`config.mk`:
```
export PLATFORM = sky130hd
export DESIGN_NAME = periph_bus_master
export DESIGN_NICKNAME = d
export VERILOG_FILES = /design/src/rtl/periph_bus_master.sv
export SDC_FILE = /design/constraint.sdc
export NUM_CORES = 1
export LEC_CHECK = 0
export BUFFER_PORTS_ARGS = -buffer_cell sky130_fd_sc_hd__buf_4
export CELL_PAD_IN_SITES_DETAIL_PLACEMENT = 2
export CELL_PAD_IN_SITES_GLOBAL_PLACEMENT = 2
export CORE_MARGIN = 8
export CORE_UTILIZATION = 33
export CTS_CLUSTER_SIZE = 40
export DETAILED_ROUTE_END_ITERATION = 10
export PLACE_DENSITY_LB_ADDON = 0.1
export SLEW_MARGIN = 20
export SYNTH_ARGS = -nofsm -noshare
export SYNTH_HDL_FRONTEND = slang
export SYNTH_SLANG_ARGS = --single-unit
export TNS_END_PERCENT = 50
```
`constraint.sdc`:
```
create_clock -name clk -period 8.07 [get_ports clk]
set_input_delay 1.2105 -clock clk [delete_from_list [all_inputs] [get_ports clk]]
set_output_delay 1.2105 -clock clk [all_outputs]
set_load 0.005 [all_outputs]
```
`src/rtl/periph_bus_master.sv`:
```
`default_nettype none
// ----------------------------------------------------------------------------
// periph_bus_master : single-outstanding READ/WRITE/RMW register bus master
// rev 1.0
// ----------------------------------------------------------------------------
module periph_bus_master (
  input  logic        clk,
  input  logic        rst,
  input  logic        cmd_valid,
  output logic        cmd_ready,
  input  logic [1:0]  cmd_op,
  input  logic [31:0] cmd_addr,
  input  logic [31:0] cmd_data,
  input  logic [31:0] cmd_mask,
  output logic        rsp_valid,
  input  logic        rsp_ready,
  output logic [31:0] rsp_data,
  output logic        rsp_err,
  output logic [31:0] address,
  output logic        wr_en,
  output logic        rd_en,
  output logic [31:0] wr_data,
  input  logic [31:0] rd_data,
  output logic        busy
);

  localparam logic [1:0] OP_READ  = 2'b00;
  localparam logic [1:0] OP_WRITE = 2'b01;
  localparam logic [1:0] OP_RMW   = 2'b10;

  typedef enum logic [1:0] {
    IDLE = 2'd0,
    RD   = 2'd1,
    WR   = 2'd2,
    RESP = 2'd3
  } state_t;

  state_t      state;
  state_t      next_state;

  logic [1:0]  lat_op;
  logic [31:0] lat_addr;
  logic [31:0] lat_data;
  logic [31:0] lat_mask;
  logic [31:0] rd_sample;

  logic        accept;
  logic        cmd_ready_nx;
  logic        rsp_valid_nx;
  logic [31:0] rsp_data_nx;
  logic        rsp_err_nx;
  logic [31:0] address_nx;
  logic        wr_en_nx;
  logic        rd_en_nx;
  logic [31:0] wr_data_nx;
  logic        busy_nx;

  assign accept = (state == IDLE) && cmd_valid && cmd_ready;

  always_ff @(posedge clk or posedge rst) begin
    if (rst) begin
      state <= IDLE;
    end else begin
      state <= next_state;
    end
  end

  // Every output is the registered image of its next-state value, so the
  // strobes line up with the state they belong to without combinational paths.
  always_comb begin
    next_state   = state;
    rsp_valid_nx = 1'b0;
    rsp_data_nx  = 32'd0;
    rsp_err_nx   = 1'b0;
    address_nx   = 32'd0;
    wr_en_nx     = 1'b0;
    rd_en_nx     = 1'b0;
    wr_data_nx   = 32'd0;

    case (state)
      IDLE: begin
        if (accept) begin
          case (cmd_op)
            OP_READ, OP_RMW: begin
              next_state = RD;
              rd_en_nx   = 1'b1;
              address_nx = cmd_addr;
            end
            OP_WRITE: begin
              next_state = WR;
              wr_en_nx   = 1'b1;
              address_nx = cmd_addr;
              wr_data_nx = cmd_data;
            end
            default: begin
              next_state   = RESP;
              rsp_valid_nx = 1'b1;
              rsp_err_nx   = 1'b1;
            end
          endcase
        end
      end
      RD: begin
        if (lat_op == OP_RMW) begin
          next_state = WR;
          wr_en_nx   = 1'b1;
          address_nx = lat_addr;
          wr_data_nx = (rd_data & ~lat_mask) | (lat_data & lat_mask);
        end else begin
          next_state   = RESP;
          rsp_valid_nx = 1'b1;
          rsp_data_nx  = rd_data;
        end
      end
      WR: begin
        next_state   = RESP;
        rsp_valid_nx = 1'b1;
        rsp_data_nx  = (lat_op == OP_RMW) ? rd_sample : lat_data;
      end
      RESP: begin
        if (rsp_ready) begin
          next_state = IDLE;
        end else begin
          rsp_valid_nx = 1'b1;
          rsp_data_nx  = rsp_data;
          rsp_err_nx   = rsp_err;
        end
      end
      default: begin
        next_state = IDLE;
      end
    endcase

    cmd_ready_nx = (next_state == IDLE);
    busy_nx      = (next_state != IDLE);
  end

  always_ff @(posedge clk or posedge rst) begin
    if (rst) begin
      cmd_ready <= 1'b0;
      rsp_valid <= 1'b0;
      rsp_data  <= 32'd0;
      rsp_err   <= 1'b0;
      address   <= 32'd0;
      wr_en     <= 1'b0;
      rd_en     <= 1'b0;
      wr_data   <= 32'd0;
      busy      <= 1'b0;
      lat_op    <= 2'd0;
      lat_addr  <= 32'd0;
      lat_data  <= 32'd0;
      lat_mask  <= 32'd0;
      rd_sample <= 32'd0;
    end else begin
      cmd_ready <= cmd_ready_nx;
      rsp_valid <= rsp_valid_nx;
      rsp_data  <= rsp_data_nx;
      rsp_err   <= rsp_err_nx;
      address   <= address_nx;
      wr_en     <= wr_en_nx;
      rd_en     <= rd_en_nx;
      wr_data   <= wr_data_nx;
      busy      <= busy_nx;
      if (accept) begin
        lat_op   <= cmd_op;
        lat_addr <= cmd_addr;
        lat_data <= cmd_data;
        lat_mask <= cmd_mask;
      end
      if (state == RD) begin
        rd_sample <= rd_data;
      end
    end
  end

endmodule
`default_nettype wire

```
==> reports/results.ini <==
[worst_setup_path]
end_kind = flip-flop
crit_type = flip-flop to flip-flop
required_ns = 8.48
crit_fanout = 42
cp-start-kind = flip-flop
cp.arrival_ns = 3.86

[final_layout]
final_cell_mix = 244 x buf_4, 234 x dfrtp_1, 87 x mux2_4, 63 x mux2i_1, 44 x mux2_2
area_delta_synth_final_pct = 30.4
drive_gt1_frac = 0.470
fin_nets = 1040
fin_area_mm2 = 0.0129
stdcell_count = 1313
insertedDiodeCount = 0
fin_util = 0.437
final_common_cell = buf_4

[power]
vdd_drop_max_mv = 0.160
combPwrFrac = 0.312
internal-power_mw = 3.18
power_switching_mw = 1.38
pwr-share-seq = 0.417
p_per_area_mw_per_mm2 = 352
pwr-share-clk = 0.272
p_sw_frac = 0.302
power_mw = 4.56
p_leak_nw = 6.50

[floorplan]
pin_count = 236
initial_core_util = 0.335
die_x_um = 189
core-area_mm2 = 0.0296
die_h_um = 189
rows = 63
dieArea_mm2 = 0.0359

[synth]
syn_inst = 669
synthTopCellsByArea = dfrtp_1 59%, mux2_4 13%, mux2i_1 6.4%, mux2_2 5.0%, a22o_1 2.8%
synthArstFlopShare = 1.00
yosysTopAreaCellShare = 0.590
synth_top_area_cell = dfrtp_1
synth_cell_types = 38
syn_area_per_cell_um2 = 14.8
syn_area_mm2 = 0.00992
ys_ff_latch = 234
synth-seq-area-share = 0.590
ys_warn_count = 0
syn_nets = 807
synth_edf_count = 0
synthFlopType = dfrtp_1

[routing]
detail_route.wirelength_um = 30000
drc_errors = 0
via_count = 6556
wl_per_cell_um = 22.8
drt_iter0_markers = 259
drtAntennaViolNets = 0
drt_first_pass_iters = 4
viasPerCell = 4.99

[clock_tree]
cts_resized = 0
cts_tree = built
htree_num_levels = 1
clkSlewWorstSetupHoldPaths_ns = 0.06
postCtsHoldBufs = 0
cts_sinks = 234
clkLatencyLatePin_ns = 0.52
cts_buffers = 27
root_buffer = clkbuf_16
cts_max_path_buffers = 3
cts_setup_buffers = 0

[global_route]
overflow = 0
grt_usage = 0.166
grt_pass1_vias = 7949
grt_start_max_net_pins = 119
grt_pass1_wl_um = 47300
antenna_found_initial = 0

[placement]
place_ws_ns = 4.17
gp_congestion = 0.746
hpwl_um = 20500
dpl_cell_area_mm2 = 0.0120
io_buffers = 235
place_inst = 1263

[sta]
period_needed_ns = 3.45
hold_viol = 0
fin_worst_skew_ns = 0.0106
final.setup.worst_slack_ns = 4.62
finalCritPeriodShare = 0.428
holdWs_ns = 0.498
slew_violations = 0
worst_slew_pin_slew_ns = 1.07
setup_tns_ns = 0
rsz0062_at_grt = false
setup_violations = 0
max_freq_mhz = 290
relSlewSlack = 0.287

[hold_path]
hold_path.class = flip-flop to flip-flop

[status]
outcome = finished clean

[job]
drv_cap = 0

-- kinds of logic after synthesis --
family,after synthesis,share of synthesized area
compound gates,109,0.0938
fa+ha+maj,4,0.00504
buf+inv,76,0.0403
flops,234,0.590
mux,194,0.245
simple gates,52,0.0256
-- final timing paths --
| check | slack [ns] | to | cells after the start | startpoint |
|---|---|---|---|---|
| min in group asynchronous | 0.87 | lat_mask[8] | 2 | rst |
| min | 0.50 | address[16] | 1 | lat_addr[16] |
| max reg2reg | 4.62 | wr_data[9] | 6 | state[1] |
| max | 4.62 | wr_data[9] | 6 | state[1] |
| min reg2reg | 0.50 | address[16] | 1 | lat_addr[16] |
| max in group asynchronous | 5.82 | lat_data[10] | 3 | rst |
-- state kept, by name, indices dropped and copies added (netlist names), 2 cells and up --
name / cells
address: 32
lat_addr: 32
lat_data: 32
lat_mask: 32
lat_op: 2
rd_sample: 32
rsp_data: 32
state: 2
wr_data: 32
-- routing by layer --
layer	global-route usage	vias to the layer above	part of all wire
met5	0	-	0
met4	0.0385	0	0.020
met3	0.0392	38	0.053
met2	0.289	168	0.50
met1	0.205	3452	0.43
li1	-	2898	-
-- synthesized netlist by cell type, types with 4 or more instances --
| cell type | number |
|---|---|
| clkbuf_1 | 9 |
| nand2_1 | 34 |
| buf_2 | 14 |
| o221ai_1 | 32 |
| ha_1 | 4 |
| buf_4 | 6 |
| o2bb2ai_1 | 31 |
| a22o_1 | 32 |
| mux2_2 | 44 |
| dfrtp_1 | 234 |
| mux2i_1 | 63 |
| buf_6 | 10 |
| mux2_4 | 87 |
| inv_1 | 35 |
-- power by group through the flow --
stage          Sequential, mW  Combinational, mW  Clock (mW)
3_5_place_dp             1.91               1.45           0
2_1_floorplan            1.82               1.01           0
3_3_place_gp             1.88               1.38           0
4_1_cts                  1.90               1.46        1.27
5_1_grt                  1.95               1.55        1.32
6_report                 1.90               1.42        1.24
-- area by class of cell --
| type | instances | area, µm² |
|---|---|---|
| inverters | 35 | 139 |
| flip-flops and latches | 234 | 5860 |
| clock inverters | 11 | 111 |
| clock buffers | 39 | 801 |
| multi-input cells | 359 | 3700 |
| well taps | 390 | 488 |
| repair buffers | 245 | 1840 |
| fillers | 2974 | 16700 |
-- critical path, cell delays in order (launching register included) --
cell and delay, ns:
dfrtp_1 0.44, inv_1 0.11, ha_1 0.36, nand3_4 0.73
nor3b_4 1.08, buf_4 0.42, o2bb2ai_1 0.18
Power figures use the tool's default switching activity.
